`config.mk`:
```
export PLATFORM = sky130hd
export DESIGN_NAME = cache_arbiter
export DESIGN_NICKNAME = d
export VERILOG_FILES = /design/src/rtl/lc3b_types.sv /design/src/rtl/cache_arbiter_mux.sv /design/src/rtl/cache_arbiter.sv
export SDC_FILE = /design/constraint.sdc
export NUM_CORES = 1
export LEC_CHECK = 0
export ABC_AREA = 0
export CORE_AREA = 2 2 322 324
export DETAILED_ROUTE_END_ITERATION = 10
export DIE_AREA = 0 0 324 326
export GPL_ROUTABILITY_DRIVEN = 0
export HOLD_SLACK_MARGIN = 0.02
export SLEW_MARGIN = 0
export SYNTH_ARGS = -nofsm -noshare
export SYNTH_HDL_FRONTEND = slang
export SYNTH_HIERARCHICAL = 1
export SYNTH_SLANG_ARGS = --single-unit
```
`constraint.sdc`:
```
create_clock -name clk -period 3.77 [get_ports clk]
set_input_delay 0.5655 -clock clk [delete_from_list [all_inputs] [get_ports clk]]
set_output_delay 0.5655 -clock clk [all_outputs]
set_load 0.01 [all_outputs]
```
`src/rtl/lc3b_types.sv`:
```
// ============================================================================
// Module      : lc3b_types (package)
// Description : Shared LC-3b word/line typedefs and the memory-arbiter state
//               encoding used by cache_arbiter and cache_arbiter_mux.
// Revision    : 1.0 - initial release
// ============================================================================
`default_nettype none

package lc3b_types;

    typedef logic [15:0]  lc3b_word;
    typedef logic [127:0] lc3b_c_line;

    typedef enum logic [1:0] {
        ARB_IDLE    = 2'd0,
        ARB_SERVE_I = 2'd1,
        ARB_SERVE_D = 2'd2
    } arb_state_t;

endpackage

`default_nettype wire

```
`src/rtl/cache_arbiter_mux.sv`:
```
// ============================================================================
// Module      : cache_arbiter_mux
// Description : Combinational steering of request fields toward memory and of
//               pmem_resp/pmem_rdata back to the granted cache controller.
// Revision    : 1.0 - initial release
// ============================================================================
`default_nettype none

module cache_arbiter_mux
    import lc3b_types::*;
#(
    parameter int ADDR_W = 16,
    parameter int LINE_W = 128
) (
    input  arb_state_t        grant,

    input  logic              i_pmem_read,
    input  logic              i_pmem_write,
    input  logic [ADDR_W-1:0] i_pmem_address,
    input  logic [LINE_W-1:0] i_pmem_wdata,
    output logic              i_pmem_resp,
    output logic [LINE_W-1:0] i_pmem_rdata,

    input  logic              d_pmem_read,
    input  logic              d_pmem_write,
    input  logic [ADDR_W-1:0] d_pmem_address,
    input  logic [LINE_W-1:0] d_pmem_wdata,
    output logic              d_pmem_resp,
    output logic [LINE_W-1:0] d_pmem_rdata,

    output logic              pmem_read,
    output logic              pmem_write,
    output logic [ADDR_W-1:0] pmem_address,
    output logic [LINE_W-1:0] pmem_wdata,
    input  logic              pmem_resp,
    input  logic [LINE_W-1:0] pmem_rdata
);

    always_comb begin
        pmem_read    = 1'b0;
        pmem_write   = 1'b0;
        pmem_address = '0;
        pmem_wdata   = '0;
        i_pmem_resp  = 1'b0;
        d_pmem_resp  = 1'b0;
        i_pmem_rdata = '0;
        d_pmem_rdata = '0;

        case (grant)
            ARB_SERVE_I: begin
                pmem_read    = i_pmem_read;
                pmem_write   = i_pmem_write;
                pmem_address = i_pmem_address;
                pmem_wdata   = i_pmem_wdata;
                i_pmem_resp  = pmem_resp;
                i_pmem_rdata = pmem_rdata;
                d_pmem_rdata = pmem_rdata;
            end
            ARB_SERVE_D: begin
                pmem_read    = d_pmem_read;
                pmem_write   = d_pmem_write;
                pmem_address = d_pmem_address;
                pmem_wdata   = d_pmem_wdata;
                d_pmem_resp  = pmem_resp;
                i_pmem_rdata = pmem_rdata;
                d_pmem_rdata = pmem_rdata;
            end
            default: begin
            end
        endcase
    end

endmodule

`default_nettype wire

```
`src/rtl/cache_arbiter.sv`:
```
// ============================================================================
// Module      : cache_arbiter
// Description : Shares one physical-memory port between the I-cache and
//               D-cache controllers; grant held until pmem_resp, then one IDLE
//               cycle before re-arbitration. D wins ties by default; defining
//               CACHE_ARBITER_RR_EN alternates ties via a last-grant pointer.
// Revision    : 1.0 - initial release
// ============================================================================
`default_nettype none

module cache_arbiter
    import lc3b_types::*;
#(
    parameter int ADDR_W = 16,
    parameter int LINE_W = 128
) (
    input  logic              clk,
    input  logic              rst,

    input  logic              i_pmem_read,
    input  logic              i_pmem_write,
    input  logic [ADDR_W-1:0] i_pmem_address,
    input  logic [LINE_W-1:0] i_pmem_wdata,
    output logic              i_pmem_resp,
    output logic [LINE_W-1:0] i_pmem_rdata,

    input  logic              d_pmem_read,
    input  logic              d_pmem_write,
    input  logic [ADDR_W-1:0] d_pmem_address,
    input  logic [LINE_W-1:0] d_pmem_wdata,
    output logic              d_pmem_resp,
    output logic [LINE_W-1:0] d_pmem_rdata,

    output logic              pmem_read,
    output logic              pmem_write,
    output logic [ADDR_W-1:0] pmem_address,
    output logic [LINE_W-1:0] pmem_wdata,
    input  logic              pmem_resp,
    input  logic [LINE_W-1:0] pmem_rdata
);

    arb_state_t r_state;
    arb_state_t w_grant;
    logic       w_i_req;
    logic       w_d_req;

`ifdef CACHE_ARBITER_RR_EN
    // Set when the most recent grant went to D; reset clear so D wins first tie.
    logic       r_last_d;
`endif

    assign w_i_req = i_pmem_read | i_pmem_write;
    assign w_d_req = d_pmem_read | d_pmem_write;

    // Grant is masked during rst so an abandoned transaction drops immediately.
    assign w_grant = rst ? ARB_IDLE : r_state;

    always_ff @(posedge clk) begin
        if (rst) begin
            r_state  <= ARB_IDLE;
`ifdef CACHE_ARBITER_RR_EN
            r_last_d <= 1'b0;
`endif
        end else begin
            case (r_state)
                ARB_IDLE: begin
`ifdef CACHE_ARBITER_RR_EN
                    if (w_d_req && (!w_i_req || !r_last_d)) begin
                        r_state  <= ARB_SERVE_D;
                        r_last_d <= 1'b1;
                    end else if (w_i_req) begin
                        r_state  <= ARB_SERVE_I;
                        r_last_d <= 1'b0;
                    end
`else
                    if (w_d_req) begin
                        r_state <= ARB_SERVE_D;
                    end else if (w_i_req) begin
                        r_state <= ARB_SERVE_I;
                    end
`endif
                end
                ARB_SERVE_I, ARB_SERVE_D: begin
                    if (pmem_resp) begin
                        r_state <= ARB_IDLE;
                    end
                end
                default: begin
                    r_state <= ARB_IDLE;
                end
            endcase
        end
    end

    cache_arbiter_mux #(
        .ADDR_W (ADDR_W),
        .LINE_W (LINE_W)
    ) u_mux (
        .grant          (w_grant),
        .i_pmem_read    (i_pmem_read),
        .i_pmem_write   (i_pmem_write),
        .i_pmem_address (i_pmem_address),
        .i_pmem_wdata   (i_pmem_wdata),
        .i_pmem_resp    (i_pmem_resp),
        .i_pmem_rdata   (i_pmem_rdata),
        .d_pmem_read    (d_pmem_read),
        .d_pmem_write   (d_pmem_write),
        .d_pmem_address (d_pmem_address),
        .d_pmem_wdata   (d_pmem_wdata),
        .d_pmem_resp    (d_pmem_resp),
        .d_pmem_rdata   (d_pmem_rdata),
        .pmem_read      (pmem_read),
        .pmem_write     (pmem_write),
        .pmem_address   (pmem_address),
        .pmem_wdata     (pmem_wdata),
        .pmem_resp      (pmem_resp),
        .pmem_rdata     (pmem_rdata)
    );

endmodule

`default_nettype wire

```
==> reports/summary.md <==
The run gives 0.271 GHz as the maximum frequency from static timing analysis. The tools report the via count of the first global-routing pass as 7271. The worst slew slack as a fraction of its limit is 52.1%.

The tree is rooted in a clkbuf_16. Net switching is 41.0% of the power. Synthesized area per cell: 6.13 um2. The register containing the most flip-flops in the final layout is r_state. The worst hold path belongs to the class flip-flop to flip-flop.

The number of nets in the finished design was 1750. Total count of max-transition violations in the final report: 0. Clock-pin slew was measured on the worst setup and hold paths at 0.03 ns. The endpoint of the most critical register-to-register path was r_state[0]$_SDFFE_PP0P_.

For this configuration, the core starts out at a cell density of 3.78%. The ratio of routed vias to standard cells works out to 2.88. The worst register-to-register path has a depth of 5. The analysis attributes to cell leakage a power of 4.16 nW.

The tools report the total global-route track usage as 13.6%. The power per standard cell area was 158 mW/mm2. The number of flip-flops in the largest register came out at 2. Before antenna repair, the detailed router went through 5 iterations. The run gives 1.2% as the sequential group share of total power. The detail route stage leaves a number of antenna-violating nets equal to 0.

In this run the power spent charging and discharging nets is 877 uW. Among all stages on the critical path, the largest delay is contributed by a22oi_1. For the pin with the worst max-slew slack, the measured transition is 0.718 ns. After detailed routing, the number of remaining DRC violations is 0. For the worst setup path, the data arrival time is 3.13 ns. The worst-case IR drop observed on VDD is 0.116 mV.

In this run, the combinational gates consume 91.3% of the power. The total count of hold-check failures in the final report was 0; the required time at the worst-slack endpoint was 3.20 ns. Buffers inserted during clock tree synthesis total 3. The largest registers in the layout are r_state (2). In this run the critical register-to-register path is launched from r_state[0]$_SDFFE_PP0P_. The startpoint kind of the worst setup timing path was an input pin. The minimum period implied by the final worst setup slack came out at 3.69 ns.

The worst path buffer plus inverter count is 4, and the summed instance area of the synthesized netlist is 0.00388 mm2. The number of hold buffers added after CTS was 0. The logs give 2.56 ns for the setup slack of the worst register-to-register path and 76400 um for the final routed wirelength across all metal layers. The netlist uses 16 different library cells. The kind of cell with the highest combined delay along the critical path is buffers and inverters. Buffers placed on the I/O ports in this run total 826.

For the warning count from the yosys run, the log shows 6. Summing all placed instances gives a cell area of 0.0134 mm2. The clock sink total is 2, and the total vias in the final route is 7825. The cell count after synthesis came out at 633. The tools report the startpoint of the worst setup timing path as rst.

Total stage count of the critical path: 8. Entering global routing, the biggest net connects 37 pins. No sink is reached through more buffers than the 2 on the longest clock path.

Setup repair after global routing left no endpoint under its margin. Clock latency on the worst-skew pair, taken at its later pin, is 0.22 ns. In this run the horizontal extent of the chip is 324 um. The total power of the final layout came out at 2.14 mW. Dividing the detail-routed wire length by the instance count gives 28.1 um. The top fanout value on the critical path came out at 24. The startpoint identified for the worst hold timing path is r_state[1]$_SDFFE_PP0P_. The final instance area is 0.0135 mm2. The maximum clock skew at final layout came out at 0.00168 ns. The vertical die dimension was 326 um. The flow ran to the end, and the final reports show no timing, DRC or antenna violations. Setup violations remaining at the end of the flow were counted as 0.

Following the worst setup path forward leads to its endpoint at pmem_address[15]. The type of the worst setup path was input pin to primary output. The tools report the number of antenna violations at the first check in global routing as 97. The share of total power in the clock network is 7.5%.

The signal on the critical path passes through clkdlybuf4s50_1 -> nor2_1 -> inv_1 -> ha_4 -> buf_12 -> a22oi_1 -> nor2_1 -> clkdlybuf4s50_1. The HPWL after detailed placement is 73000 um. The number of core rows is 118, and the final global-route overflow total is 0.

The number of H-tree levels came out at 1. Relative to the synthesized area, the layout overhead comes to 248%. Synthesis inferred 2 register bits.

The type of element capturing the critical path is a primary output. After filler insertion, the fill cell instance count of the layout stands at 11800. The final critical path takes up 98.0% of the cycle. For this block, the initial DRC count from the detailed router was 470.

TritonCTS built the clock tree. After synthesis, flip-flops and latches occupy 1.03% of the total area. In this run the standard cell core region covers 0.103 mm2.

The number of ports placed on the die boundary was 827; the ratio of cells with drive above 1 in the final layout was 9.68%. For the die outline area, the log shows 0.106 mm2. The tool flagged a number of max-cap violations equal to 0. The run gives 1.26 mW as the internal power of the cells.

The net count after synthesis was 1059; the longest individual stage delay on the worst path was 0.54 ns. The wire length of the first global-routing pass was 89900 um.
## power groups by stage
stage,clock network [mW],logic (mW),registers (mW)
after global routing,0.163,2.08,0.0262
after global placement,0,1.96,0.0257
after CTS,0.162,1.98,0.0259
after detailed placement,0,1.97,0.0261
final,0.160,1.95,0.0260
after floorplan,0,0.739,0.0256
## cells by family (layout without fill, tap and decap cells)
| family | count (synthesis) | count (layout) | synth area share (%) |
|---|---|---|---|
| AO/OA/AOI/OAI | 151 | 151 | 29.1 |
| AND/OR/NAND/NOR | 283 | 283 | 36.2 |
| flip-flops | 2 | 2 | 1.03 |
| buffers and inverters | 194 | 883 | 32.7 |
| other | 0 | 15 | 0 |
| adder cells (fa/ha/maj) | 3 | 3 | 0.968 |
## routing by layer
layer	global-route usage (%)	share of wire, %	vias to the layer above
li1	-	-	3425
met1	15.9	39	3536
met2	22.4	45	618
met3	7.68	14	168
met4	1.02	1.6	78
met5	0	0.64	-
## per-stage QoR
stage          setup TNS (ns)  cells  util (%)  hold WS, ns  setup WS, ns
6_report                    0   2717      13.2        0.510        0.0758
5_1_grt                     0   2703      13.1        0.557         0.127
4_1_cts                     0   2702      13.1        0.510         0.127
3_5_place_dp          -0.0108   2699      13.1        0.507      -0.00542
3_3_place_gp          -0.0435   2699      13.1        0.484       -0.0229
2_1_floorplan               0    633         -        0.448          1.44
## how the worst min path moves through the flow
| stage | endpoint | depth (start not counted) |
|---|---|---|
| 2_1_floorplan | r_state[1]$_SDFFE_PP0P_ | 2 |
| 3_3_place_gp | r_state[1]$_SDFFE_PP0P_ | 2 |
| 3_5_place_dp | r_state[1]$_SDFFE_PP0P_ | 2 |
| 4_1_cts | r_state[1]$_SDFFE_PP0P_ | 2 |
| 5_1_grt | r_state[1]$_SDFFE_PP0P_ | 2 |
| 6_report | r_state[1]$_SDFFE_PP0P_ | 2 |
## cell usage after synthesis
master / count / area, um2
inv_1: 4 / 15.0
nor3b_2: 1 / 12.5
buf_2: 48 / 240
ha_1: 3 / 37.5
nand3b_1: 1 / 7.51
a22oi_1: 146 / 1100
and2_1: 2 / 12.5
dfxtp_1: 2 / 40.0
a21oi_1: 2 / 10.0
nand2b_1: 1 / 6.26
clkbuf_1: 14 / 52.6
nor2b_1: 129 / 807
buf_4: 128 / 961
o21ai_1: 2 / 10.0
nor2_1: 149 / 559
a211oi_2: 1 / 12.5
## worst reg2reg max path, cell delays in order, from the launching register on
cell and delay, ns:
dfxtp_1 0.30, inv_1 0.08, ha_1 0.30, nor2b_1 0.17, a21oi_1 0.07, a211oi_2 0.21
## layout make-up
type | count | area [um2] | area share, %
Tap cell | 1380 | 1730 | 12.8
Antenna cell | 15 | 37.5 | 0.278
Inverter | 4 | 15.0 | 0.111
Sequential cell | 2 | 40.0 | 0.296
Timing Repair Buffer | 876 | 9020 | 66.7
Multi-Input combinational cell | 437 | 2600 | 19.2
Clock buffer | 3 | 75.1 | 0.555
## placed cells by master, fill, tap and decap left out
master	instances
nand3b_1	1
ha_4	2
diode_2	15
inv_1	4
buf_4	75
a21oi_1	2
nand2b_1	1
clkdlybuf4s50_1	757
a22oi_1	146
nor3b_2	1
nor2_1	149
o21ai_1	2
ha_1	1
and2_1	2
nor2b_1	127
nor2b_2	2
dfxtp_1	2
a211oi_2	1
buf_12	44
clkbuf_16	3
## what timing repair did
| item | CTS | global route |
|---|---|---|
| gates cloned | 0 | 0 |
| pin swaps | 0 | 0 |
| gates resized for setup | 1 | 1 |
| buffers inserted | 0 | 0 |
| setup endpoints to repair | 2 | 1 |
| endpoints found under the hold margin | 0 | 0 |
No activity file was read; power rests on OpenSTA's default activity.
